[src/rtl/serial_adder.sv]
// Digit-serial add/subtract unit: WIDTH-bit operands are consumed DIGIT bits per clock,
// LSB digit first, with the inter-digit carry held in a register.
module serial_adder #(
    parameter int WIDTH = 8,
    parameter int DIGIT = 1
) (
    input  logic             clk,
    input  logic             rst,
    input  logic             start,
    input  logic [WIDTH-1:0] a,
    input  logic [WIDTH-1:0] b,
    input  logic             cin,
    input  logic             sub,
    output logic             busy,
    output logic             done,
    output logic [WIDTH-1:0] sum,
    output logic             cout,
    output logic             ovf,
    output logic             state_dbg
);
    localparam int STEPS = WIDTH / DIGIT;
    localparam int CW    = (STEPS > 1) ? $clog2(STEPS) : 1;

    if (WIDTH < 1 || DIGIT < 1 || (WIDTH % DIGIT) != 0) begin : g_bad_params
        $error("serial_adder: DIGIT must divide WIDTH exactly");
    end

    // Handshake: start is taken only while busy=0; done pulses for the single cycle in
    // which sum/cout/ovf have just been updated, which is also the first idle cycle.
    typedef enum logic {
        IDLE = 1'b0,
        RUN  = 1'b1
    } state_t;

    state_t           state;
    state_t           state_next;
    logic [WIDTH-1:0] a_q;
    logic [WIDTH-1:0] b_q;
    logic [WIDTH-1:0] res_q;
    logic [WIDTH-1:0] res_next;
    logic             carry_q;
    logic [CW-1:0]    cnt_q;
    logic [DIGIT:0]   dsum;
    logic             msb_cin;
    logic             last;

    always_comb begin
        dsum     = {1'b0, a_q[DIGIT-1:0]} + {1'b0, b_q[DIGIT-1:0]} + {{DIGIT{1'b0}}, carry_q};
        // Carry into the top bit of this digit, recovered from its sum bit and operand bits.
        msb_cin  = dsum[DIGIT-1] ^ a_q[DIGIT-1] ^ b_q[DIGIT-1];
        res_next = res_q >> DIGIT;
        res_next[WIDTH-1 -: DIGIT] = dsum[DIGIT-1:0];
        last     = (cnt_q == CW'(STEPS - 1));
    end

    always_ff @(posedge clk) begin
        if (rst) begin
            state <= IDLE;
        end else begin
            state <= state_next;
        end
    end

    always_comb begin
        state_next = state;
        case (state)
            IDLE:    if (start) state_next = RUN;
            RUN:     if (last)  state_next = IDLE;
            default: state_next = IDLE;
        endcase
    end

    always_comb begin
        busy      = (state == RUN);
        state_dbg = state;
    end

    always_ff @(posedge clk) begin
        if (rst) begin
            a_q     <= '0;
            b_q     <= '0;
            res_q   <= '0;
            carry_q <= 1'b0;
            cnt_q   <= '0;
            done    <= 1'b0;
            sum     <= '0;
            cout    <= 1'b0;
            ovf     <= 1'b0;
        end else begin
            done <= 1'b0;
            if (state == IDLE) begin
                if (start) begin
                    a_q     <= a;
                    b_q     <= sub ? ~b : b;
                    carry_q <= sub | cin;
                    res_q   <= '0;
                    cnt_q   <= '0;
                end
            end else begin
                a_q     <= a_q >> DIGIT;
                b_q     <= b_q >> DIGIT;
                carry_q <= dsum[DIGIT];
                res_q   <= res_next;
                cnt_q   <= cnt_q + CW'(1);
                if (last) begin
                    sum  <= res_next;
                    cout <= dsum[DIGIT];
                    ovf  <= msb_cin ^ dsum[DIGIT];
                    done <= 1'b1;
                end
            end
        end
    end
endmodule

[config.mk]
export PLATFORM = sky130hd
export DESIGN_NAME = serial_adder
export DESIGN_NICKNAME = d
export VERILOG_FILES = /design/src/rtl/serial_adder.sv
export SDC_FILE = /design/constraint.sdc
export NUM_CORES = 1
export LEC_CHECK = 0
export BUFFER_PORTS_ARGS = -buffer_cell sky130_fd_sc_hd__buf_4
export CORE_MARGIN = 10
export CORE_UTILIZATION = 54
export DETAILED_ROUTE_END_ITERATION = 10
export PLACE_DENSITY = 0.89
export SLEW_MARGIN = 0
export SYNTH_ARGS = -nofsm -noshare
export SYNTH_HDL_FRONTEND = slang
export SYNTH_SLANG_ARGS = --single-unit
[constraint.sdc]
create_clock -name clk -period 2.1 [get_ports clk]
set_input_delay 0.525 -clock clk [delete_from_list [all_inputs] [get_ports clk]]
set_output_delay 0.525 -clock clk [all_outputs]
set_load 0.03 [all_outputs]
==> reports/qor.csv, run 1 <==
stage;metric;value;unit
layout;post-layout util;0.654;
clocking;cts bufs inserted;5;
sta;clock skew;0.00950;ns
layout;Non-Filler Instances;257;
sta;Setup-failing EPs final;0;
setup_path;R2R Setup Slk;0.51;ns
yosys;Post-synth ARST share;0;
placement;hpwl dp;2280;µm
yosys;synthesized area per cell;9.34;µm²
layout;fraction of layout cells with a size suffix above 1;0.244;
clocking;Clock transition at path regs;0.10;ns
sta;part of the cycle the worst path needs;0.833;
placement;Placed Cells;249;
setup_path;CP Data Required Time;1.57;ns
yosys;Unique masters post-synth;24;
yosys;Post-Syn Nets;210;
clocking;CTS H-tree depth;2;
sta;setup TNS;0;ns
setup_path;crit path capture type;output port;
global_routing;gr usage total;0.112;
die;IO Pins;34;
drt;via count;1341;
setup_path;CP top delay family;flip-flops;
clocking;Post-CTS Setup Bufs;0;
die;die area;0.00589;mm²
setup_path;Setup Crit Path Kind;reg -> out;
clocking;CTS tree;yes;
power_and_ir_drop;final total power;0.00140;W
clocking;root buffer selected by CTS;clkbuf_4;
power_and_ir_drop;leak pwr;0.833;nW
die;Core Rows;20;
sta;RSZ-0062 raised after global routing;false;
drt;drt wl/cell;12.7;µm
die;Initial Util;0.565;
placement;IO Port Bufs;33;
placement;routability cong.;0.694;
setup_path;Stages on worst setup path;1;
drt;First-pass DRT Iterations;4;
yosys;Synth Warn #;0;
drt;final WL;3270;µm
setup_path;R2R cell count;5;
layout;n_diodes;0;
drt;initial drt markers;124;
clocking;clock sink count;39;
sta;slew margin rel.;0.647;
die;Die X;76.7;µm
setup_path;Setup crit end;busy;
global_routing;largest net degree at the start of global routing;39;
layout;fillers;251;
clocking;worst skew pair latency;0.34;ns
global_routing;initial antenna violation count;0;
yosys;Cells after Synth;186;
layout;NumNets Final;236;
layout;synthesis-to-layout area growth;15.8;%
setup_path;r2r endpoint;ovf;
setup_path;worst stage delay on the critical path;0.64;ns
drt;Post-DRT Antenna Nets;0;
clocking;Max clock buf depth;2;
hold_path;worst min-delay path class;in -> reg;
drt;Via density;5.22;
yosys;Seq cells post-synth;39;
setup_path;WP buf/inv;1;
power_and_ir_drop;maximum vdd drop;0.350;mV
global_routing;number of global-route vias before repair;1297;
setup_path;Worst Path Arrival;1.22;ns
die;chip height;76.7;µm
yosys;sequential-to-total area share from yosys stat;0.449;
sta;Worst-Margin Slew;0.529;ns
clocking;Hold Buf Count CTS;0;
drt;# DRC;0;
placement;worst slack, placed;0.508;ns
clocking;CTS resizes;0;
yosys;ys flop type;dfxtp_1;
sta;Fmax;571;MHz
setup_path;CP max stage cell;dfxtp_1;
sta;setup ws final;0.350;ns
setup_path;crit start category;register;
global_routing;gr ovfl total;0;
setup_path;Critical Path, Cell by Cell;buf_4;
setup_path;CP Max Fanout;13;
setup_path;reg2reg start;b_q[0];
setup_path;Setup crit start;busy;
yosys;Synth Cell Area;0.00174;mm²
die;area of the core;0.00308;mm²
global_routing;first-pass GRT wire length;5640;µm
run;max-cap violations;0;
status;status;completed;
yosys;Post-synth EDFFs;0;
sta;Final Slew Violations;0;
power_and_ir_drop;power per cell area;694;mW/mm²
sta;crit path time final;1.75;ns
sta;Hold Violations, Final;0;
==> worst register-to-register path, delay by kind of cell, from the launching register on <==
family | cells | cell delay, ns
AOI/OAI and AO/OA | 1 | 0.20
DFF | 1 | 0.39
adders and majority gates | 1 | 0.58
xor gates and xnor gates | 2 | 0.28
buffers and inverters | 1 | 0.07
==> routing by layer <==
layer | vias to the layer above | share of wire | GRT usage
li1 | 675 | - | -
met1 | 628 | 0.42 | 0.126
met5 | - | 0 | 0
met2 | 31 | 0.50 | 0.186
met4 | 0 | 0.021 | 0.0483
met3 | 7 | 0.051 | 0.0408
==> cell type report <==
class / count / area [µm²] / share of cell area
repair buffers: 35 / 263 / 0.131
clock buffers: 8 / 68.8 / 0.0342
multi-input cells: 127 / 830 / 0.412
well taps: 44 / 55.1 / 0.0274
flip-flops and latches: 39 / 781 / 0.388
inverters: 4 / 15.0 / 0.00746
==> synthesized netlist by cell type, types with 4 or more instances <==
master	count	area, µm²
mux2i_1	16	160
nand2_1	22	82.6
dfxtp_1	39	781
o22ai_1	7	43.8
nor2_1	26	97.6
nor3b_1	9	67.6
xor2_1	9	78.8
buf_4	4	30.0
inv_1	4	15.0
a21oi_1	17	85.1
buf_6	4	45.0
buf_2	6	30.0
mux2_2	7	78.8
==> report_power, final <==
part	switching [W]	internal, W
Clock	0.000224	0.000197
Sequential	0.0000206	0.000768
Combinational	0.0000937	0.0000937
Total	0.000339	0.00106
==> stage by stage <==
stage	instance area (µm²)	hold WS, ns
CTS	2010	0.430
finish	2010	0.436
detailed placement	1940	0.446
global placement	1940	0.439
global route	2010	0.429
floorplan	1740	0.427
==> layout by cell type, fill, tap and decap left out, types with 2 or more instances in the layout <==
master	count
xor2_1	9
buf_4	35
o22ai_1	7
a211oi_2	2
ha_1	2
a211oi_1	2
nor2_1	26
mux2i_1	16
inv_1	4
xnor2_1	2
mux2_2	7
nand2_1	22
a21oi_1	17
clkbuf_4	5
dfxtp_1	39
clkbuf_8	2
nor3b_1	9
==> flip-flops by register name (all words and copies together), names as in the netlist <==
signal	flops
carry_q	1
cout	1
done	1
ovf	1
busy	1
b_q	8
res_q	7
a_q	8
cnt_q	3
sum	8
==> how the worst min path moves through the flow <==
stage | endpoint | startpoint | cells after the start
floorplan | sum[0] | res_q[1] | 2
global placement | sum[0] | res_q[1] | 2
detailed placement | sum[0] | res_q[1] | 2
CTS | a_q[7] | a[7] | 3
global route | a_q[7] | a[7] | 3
finish | a_q[7] | a[7] | 3
==> cell families after synthesis <==
| logic type | Yosys count | share of synthesized area |
|---|---|---|
| simple gates | 61 | 0.156 |
| flops | 39 | 0.449 |
| compound gates | 29 | 0.102 |
| mux | 23 | 0.138 |
| buf+inv | 20 | 0.0734 |
| xor+xnor | 11 | 0.0554 |
| fa+ha+maj | 3 | 0.0259 |
Power figures use the tool's default switching activity.
==> run 2: changes to the inputs <==
- CORE_UTILIZATION: 54 -> 48
- PLACE_DENSITY: 0.89 -> 0.85
- clock period: 2.1 -> 1.5 ns (I/O delays scaled with it)
==> run 2 against run 1 <==
Against the previous run: routed wire length rose by 6.2%; global-route usage increased by 0.083 points; die area is 9.2% higher; via count shrank 1.3%; sequential power grew 40%; power grew 37%; combinational power rose by 59%; clock power is 23% higher; critical path depth is 4 higher; final cell count increased by 3.1%; largest power group unchanged.
==> reports/qor.csv, run 2 (synthesis results as in run 1) <==
stage;metric;value;unit;change
status;status;completed;;unchanged
run;max-cap violations;0;;unchanged
power_and_ir_drop;maximum vdd drop;0.530;mV;was 0.350 mV
layout;fraction of layout cells with a size suffix above 1;0.288;;was 0.244
global_routing;largest net degree at the start of global routing;24;;was 39
setup_path;CP Max Fanout;2;;was 13
setup_path;Setup Crit Path Kind;reg -> reg;;was reg -> out
layout;n_diodes;0;;unchanged
placement;IO Port Bufs;33;;unchanged
die;IO Pins;34;;unchanged
die;die area;0.00643;mm²;was 0.00589 mm²
hold_path;worst min-delay path class;in -> reg;;unchanged
setup_path;Setup crit start;a_q[0];;was busy
sta;hold slack;0.266;ns;was 0.436 ns
global_routing;gr usage total;0.113;;was 0.112
sta;clock skew;0.0155;ns;was 0.00950 ns
drt;# DRC;0;;unchanged
global_routing;number of global-route vias before repair;1351;;was 1,297
clocking;CTS H-tree depth;2;;unchanged
layout;FF+latch area;783;µm²;was 781 µm²
power_and_ir_drop;power per cell area;931;mW/mm²;was 694 mW/mm²
setup_path;crit start category;register;;unchanged
clocking;Hold Buf Count CTS;0;;unchanged
die;Core Rows;21;;was 20
drt;final WL;3470;µm;was 3270 µm
power_and_ir_drop;leak pwr;0.862;nW;was 0.833 nW
setup_path;Worst Path Arrival;1.78;ns;was 1.22 ns
sta;Setup-failing EPs final;0;;unchanged
drt;initial drt markers;82;;was 124
clocking;clock sink count;39;;unchanged
layout;synthesis-to-layout area growth;18.2;%;was 15.8%
die;area of the core;0.00342;mm²;was 0.00308 mm²
drt;Post-DRT Antenna Nets;0;;unchanged
sta;Worst-Margin Slew;0.277;ns;was 0.529 ns
drt;Via density;4.99;;was 5.22
clocking;cts bufs inserted;5;;unchanged
placement;worst slack, placed;-0.0402;ns;was 0.508 ns
setup_path;crit path capture type;register;;was output port
die;chip height;80.2;µm;was 76.7 µm
sta;Final Slew Violations;0;;unchanged
placement;Placed Cells;257;;was 249
sta;setup ws final;0.00520;ns;was 0.350 ns
drt;First-pass DRT Iterations;4;;unchanged
setup_path;R2R Setup Slk;0.005;ns;was 0.51 ns
sta;RSZ-0062 raised after global routing;true;;was false
clocking;root buffer selected by CTS;clkbuf_4;;unchanged
layout;multi-input logic area;831;µm²;was 830 µm²
drt;drt wl/cell;13.1;µm;was 12.7 µm
sta;part of the cycle the worst path needs;0.997;;
layout;commonest non-fill, non-tap cells in the layout;buf_4 (40), dfxtp_1 (37), nor2_1 (26), nand2_1 (22), a21oi_1 (17);;was dfxtp_1 (39), buf_4 (35), nor2_1 (26), nand2_1 (22), a21oi_1 (17)
placement;hpwl dp;2490;µm;was 2280 µm
clocking;CTS tree;yes;;unchanged
setup_path;CP Data Required Time;1.78;ns;was 1.57 ns
die;Die X;80.2;µm;was 76.7 µm
global_routing;initial antenna violation count;0;;unchanged
layout;biggest regs;a_q: 8 flops, b_q: 8 flops, sum: 8 flops;;unchanged
sta;Hold Violations, Final;0;;unchanged
hold_path;hold path startpoint;a[7];;unchanged
layout;commonest non-fill, non-tap cell in the layout;buf_4;;was dfxtp_1
sta;crit path time final;1.49;ns;
die;Initial Util;0.509;;was 0.565
placement;routability cong.;0.698;;was 0.694
setup_path;reg2reg start;a_q[0];;was b_q[0]
layout;Non-Filler Instances;265;;was 257
layout;NumNets Final;242;;was 236
clocking;Max clock buf depth;2;;unchanged
layout;fillers;282;;was 251
global_routing;gr ovfl total;0;;unchanged
sta;slew margin rel.;0.815;;was 0.647
clocking;Clock transition at path regs;0.12;ns;was 0.10 ns
clocking;worst skew pair latency;0.35;ns;was 0.34 ns
drt;via count;1323;;was 1,341
sta;Fmax;669;MHz;
global_routing;first-pass GRT wire length;5840;µm;was 5640 µm
-- run 2: critical path: stages, from the launching register on --
cell	delay (ns)
dfxtp_2	0.35
inv_2	0.04
fa_1	0.57
xor2_1	0.18
xnor2_1	0.11
a211oi_2	0.18
-- run 2: timing repair --
action / in CTS / in global routing
buffers inserted: 0 / 0
pin swaps: 3 / 0
endpoints found under the setup margin: 5 / 3
gates cloned: 0 / 0
hold endpoints to repair: 0 / 0
gates resized for setup: 5 / 1
-- run 2: routing by layer --
metal,track usage,vias to the layer above,part of all wire
li1,-,684,-
met1,0.116,609,0.41
met2,0.203,23,0.52
met3,0.0278,7,0.046
met4,0.0651,0,0.020
met5,0,-,0
-- run 2: stage by stage --
step	setup TNS [ns]	instance area, µm²	total power, W	util
after global placement	0	1990	0.00140	0.583
after floorplan	0	1740	0.00133	-
after global routing	-0.0847	2050	0.00200	0.601
final	0	2050	0.00191	0.601
after detailed placement	-0.0402	1990	0.00141	0.583
after CTS	-0.0269	2050	0.00192	0.601
-- run 2: final timing paths --
check / to / cells past startpoint
worst min register to register: sum[0] / 2
worst max register to register: ovf / 5
worst max-delay path: ovf / 5
worst min-delay path: a_q[7] / 3
-- run 2: layout make-up --
cell class                 count  share of cell area
clock buffer                   5              0.0183
clock inverter                 3             0.00731
inverter                       4             0.00731
multi-input combinational    127               0.404
sequential                    39               0.381
tap                           46              0.0280
timing repair buffer          41               0.153
-- run 2: where the power goes --
| part | internal [W] | leakage (nW) | switching, W | total [W] |
|---|---|---|---|---|
| clock | 0.000175 | 0.0347 | 0.000344 | 0.000519 |
| sequential | 0.00108 | 0.318 | 0.0000217 | 0.00110 |
| combinational | 0.000151 | 0.510 | 0.000146 | 0.000297 |
==> run 3: changes to the inputs <==
- CORE_MARGIN: 10 -> 2
- PLACE_DENSITY: 0.85 -> 0.74
==> run 3 against run 2 <==
Against the previous run: clock skew shrank 0.0044 ns; final area is 2.9% higher; register-to-register slack hardly changed; critical path depth unchanged; critical path type unchanged.
==> reports/qor.csv, run 3 (synthesis results as in run 1) <==
stage;metric;value;unit;change
global_routing;first-pass GRT wire length;5570;µm;was 5840 µm
layout;fraction of layout cells with a size suffix above 1;0.289;;was 0.288
power_and_ir_drop;sequential share of power;0.485;;was 0.574
status;status;completed;;unchanged
die;die area;0.00412;mm²;was 0.00643 mm²
setup_path;Setup Crit Path Kind;reg -> reg;;unchanged
power_and_ir_drop;maximum vdd drop;0.549;mV;was 0.530 mV
setup_path;CP Max Fanout;3;;was 2
hold_path;hold path startpoint;a[7];;unchanged
clocking;CTS H-tree depth;2;;unchanged
sta;Worst-Margin Slew;0.388;ns;was 0.277 ns
layout;n_diodes;0;;unchanged
drt;drt wl/cell;12.3;µm;was 13.1 µm
layout;FF+latch area;787;µm²;was 783 µm²
drt;# DRC;0;;unchanged
sta;RSZ-0062 raised after global routing;true;;unchanged
drt;initial drt markers;53;;was 82
power_and_ir_drop;Pint;0.00175;W;was 0.00140 W
layout;multi-input logic area;840;µm²;was 831 µm²
layout;post-layout util;0.619;;was 0.601
placement;hpwl dp;2220;µm;was 2490 µm
global_routing;largest net degree at the start of global routing;38;;was 24
clocking;clock sink count;39;;unchanged
global_routing;gr ovfl total;0;;unchanged
sta;Final Slew Violations;0;;unchanged
run;max-cap violations;0;;unchanged
drt;via count;1316;;was 1,323
sta;crit path time final;1.50;ns;was 1.49 ns
power_and_ir_drop;Clock power frac;0.383;;was 0.271
setup_path;Worst Path Arrival;1.73;ns;was 1.78 ns
clocking;Max clock buf depth;2;;unchanged
sta;setup TNS;0;ns;unchanged
power_and_ir_drop;leak pwr;0.880;nW;was 0.862 nW
sta;Fmax;668;MHz;was 669 MHz
layout;biggest regs;a_q: 8 flops, b_q: 8 flops, sum: 8 flops;;unchanged
drt;Via density;4.98;;was 4.99
setup_path;CP Data Required Time;1.73;ns;was 1.78 ns
setup_path;reg2reg start;a_q[0];;unchanged
die;IO Pins;34;;unchanged
layout;commonest non-fill, non-tap cell in the layout;buf_4;;unchanged
global_routing;initial antenna violation count;0;;unchanged
clocking;Post-CTS Setup Bufs;0;;unchanged
sta;clock skew;0.0111;ns;was 0.0155 ns
layout;Non-Filler Instances;264;;was 265
die;area of the core;0.00342;mm²;unchanged
setup_path;crit start category;register;;unchanged
placement;IO Port Bufs;33;;unchanged
clocking;cts bufs inserted;5;;unchanged
placement;routability cong.;0.716;;was 0.698
layout;fillers;311;;was 282
power_and_ir_drop;switching component of the power;0.000517;W;was 0.000512 W
global_routing;number of global-route vias before repair;1273;;was 1,351
placement;worst slack, placed;-0.0521;ns;was -0.0402 ns
clocking;CTS tree;yes;;unchanged
clocking;root buffer selected by CTS;clkbuf_4;;unchanged
placement;Placed Cells;256;;was 257
drt;First-pass DRT Iterations;4;;unchanged
layout;synthesis-to-layout area growth;21.6;%;was 18.2%
sta;Setup-failing EPs final;0;;unchanged
setup_path;Setup crit start;a_q[0];;unchanged
power_and_ir_drop;Comb pwr share;0.132;;was 0.155
power_and_ir_drop;power per cell area;1070;mW/mm²;was 931 mW/mm²
drt;final WL;3240;µm;was 3470 µm
die;Die X;64.2;µm;was 80.2 µm
clocking;Hold Buf Count CTS;0;;unchanged
sta;part of the cycle the worst path needs;0.998;;was 0.997
die;chip height;64.2;µm;was 80.2 µm
power_and_ir_drop;final total power;0.00227;W;was 0.00191 W
power_and_ir_drop;switching share of power;0.228;;was 0.268
clocking;worst skew pair latency;0.35;ns;about the same
sta;setup ws final;0.00313;ns;was 0.00520 ns
setup_path;R2R Setup Slk;0.003;ns;was 0.005 ns
die;Initial Util;0.509;;unchanged
setup_path;crit path capture type;register;;unchanged
sta;slew margin rel.;0.742;;was 0.815
die;Core Rows;21;;unchanged
drt;Post-DRT Antenna Nets;0;;unchanged
clocking;Clock transition at path regs;0.11;ns;was 0.12 ns
layout;NumNets Final;241;;was 242
global_routing;gr usage total;0.176;;was 0.113
layout;commonest non-fill, non-tap cells in the layout;buf_4 (39), dfxtp_1 (36), nor2_1 (26), nand2_1 (22), a21oi_1 (17);;was buf_4 (40), dfxtp_1 (37), nor2_1 (26), nand2_1 (22), a21oi_1 (17)
hold_path;worst min-delay path class;in -> reg;;unchanged
sta;Hold Violations, Final;0;;unchanged
-- run 3: per-layer routing --
| layer | global-route usage | routed length (µm) | part of all wire |
|---|---|---|---|
| met3 | 0.0423 | 114 | 0.035 |
| met1 | 0.199 | 1380 | 0.43 |
| met2 | 0.307 | 1690 | 0.52 |
| met5 | 0 | 0 | 0 |
| met4 | 0.0878 | 49 | 0.015 |
-- run 3: power by group through the flow --
stage               clock (W)  sequential [W]  combinational, W
detailed placement          0         0.00112          0.000290
floorplan                   0         0.00112          0.000208
global route         0.000928         0.00110          0.000330
global placement            0         0.00112          0.000278
finish               0.000868         0.00110          0.000299
CTS                  0.000887         0.00110          0.000298
-- run 3: final timing paths --
path,endpoint,cells past startpoint
setup / recovery,ovf,5
hold / removal,a_q[7],3
setup reg to reg,ovf,5
hold reg to reg,sum[0],2
-- run 3: layout make-up --
class	count	share of cell area
Timing Repair Buffer	40	0.148
Tap cell	46	0.0272
Clock buffer	6	0.0195
Sequential cell	39	0.372
Multi-Input combinational cell	127	0.397
Inverter	4	0.00710
Clock inverter	2	0.0284
-- run 3: critical path, cell delays in order, from the launching register on --
cell and delay [ns]:
dfxtp_2 0.35, inv_2 0.04, fa_1 0.50, xor2_2 0.21
xnor2_1 0.21, a211oi_2 0.09
-- run 3: through the flow --
stage	hold slack, ns	instance area, µm²
detailed placement	0.445	1980
CTS	0.257	2100
finish	0.267	2110
floorplan	0.427	1740
global route	0.304	2110
global placement	0.437	1980
-- run 3: timing repair --
action / 4_1_cts / 5_1_grt
gates cloned: 0 / 0
gates resized for setup: 8 / 3
pin swaps: 3 / 0
endpoints found under the setup margin: 6 / 3
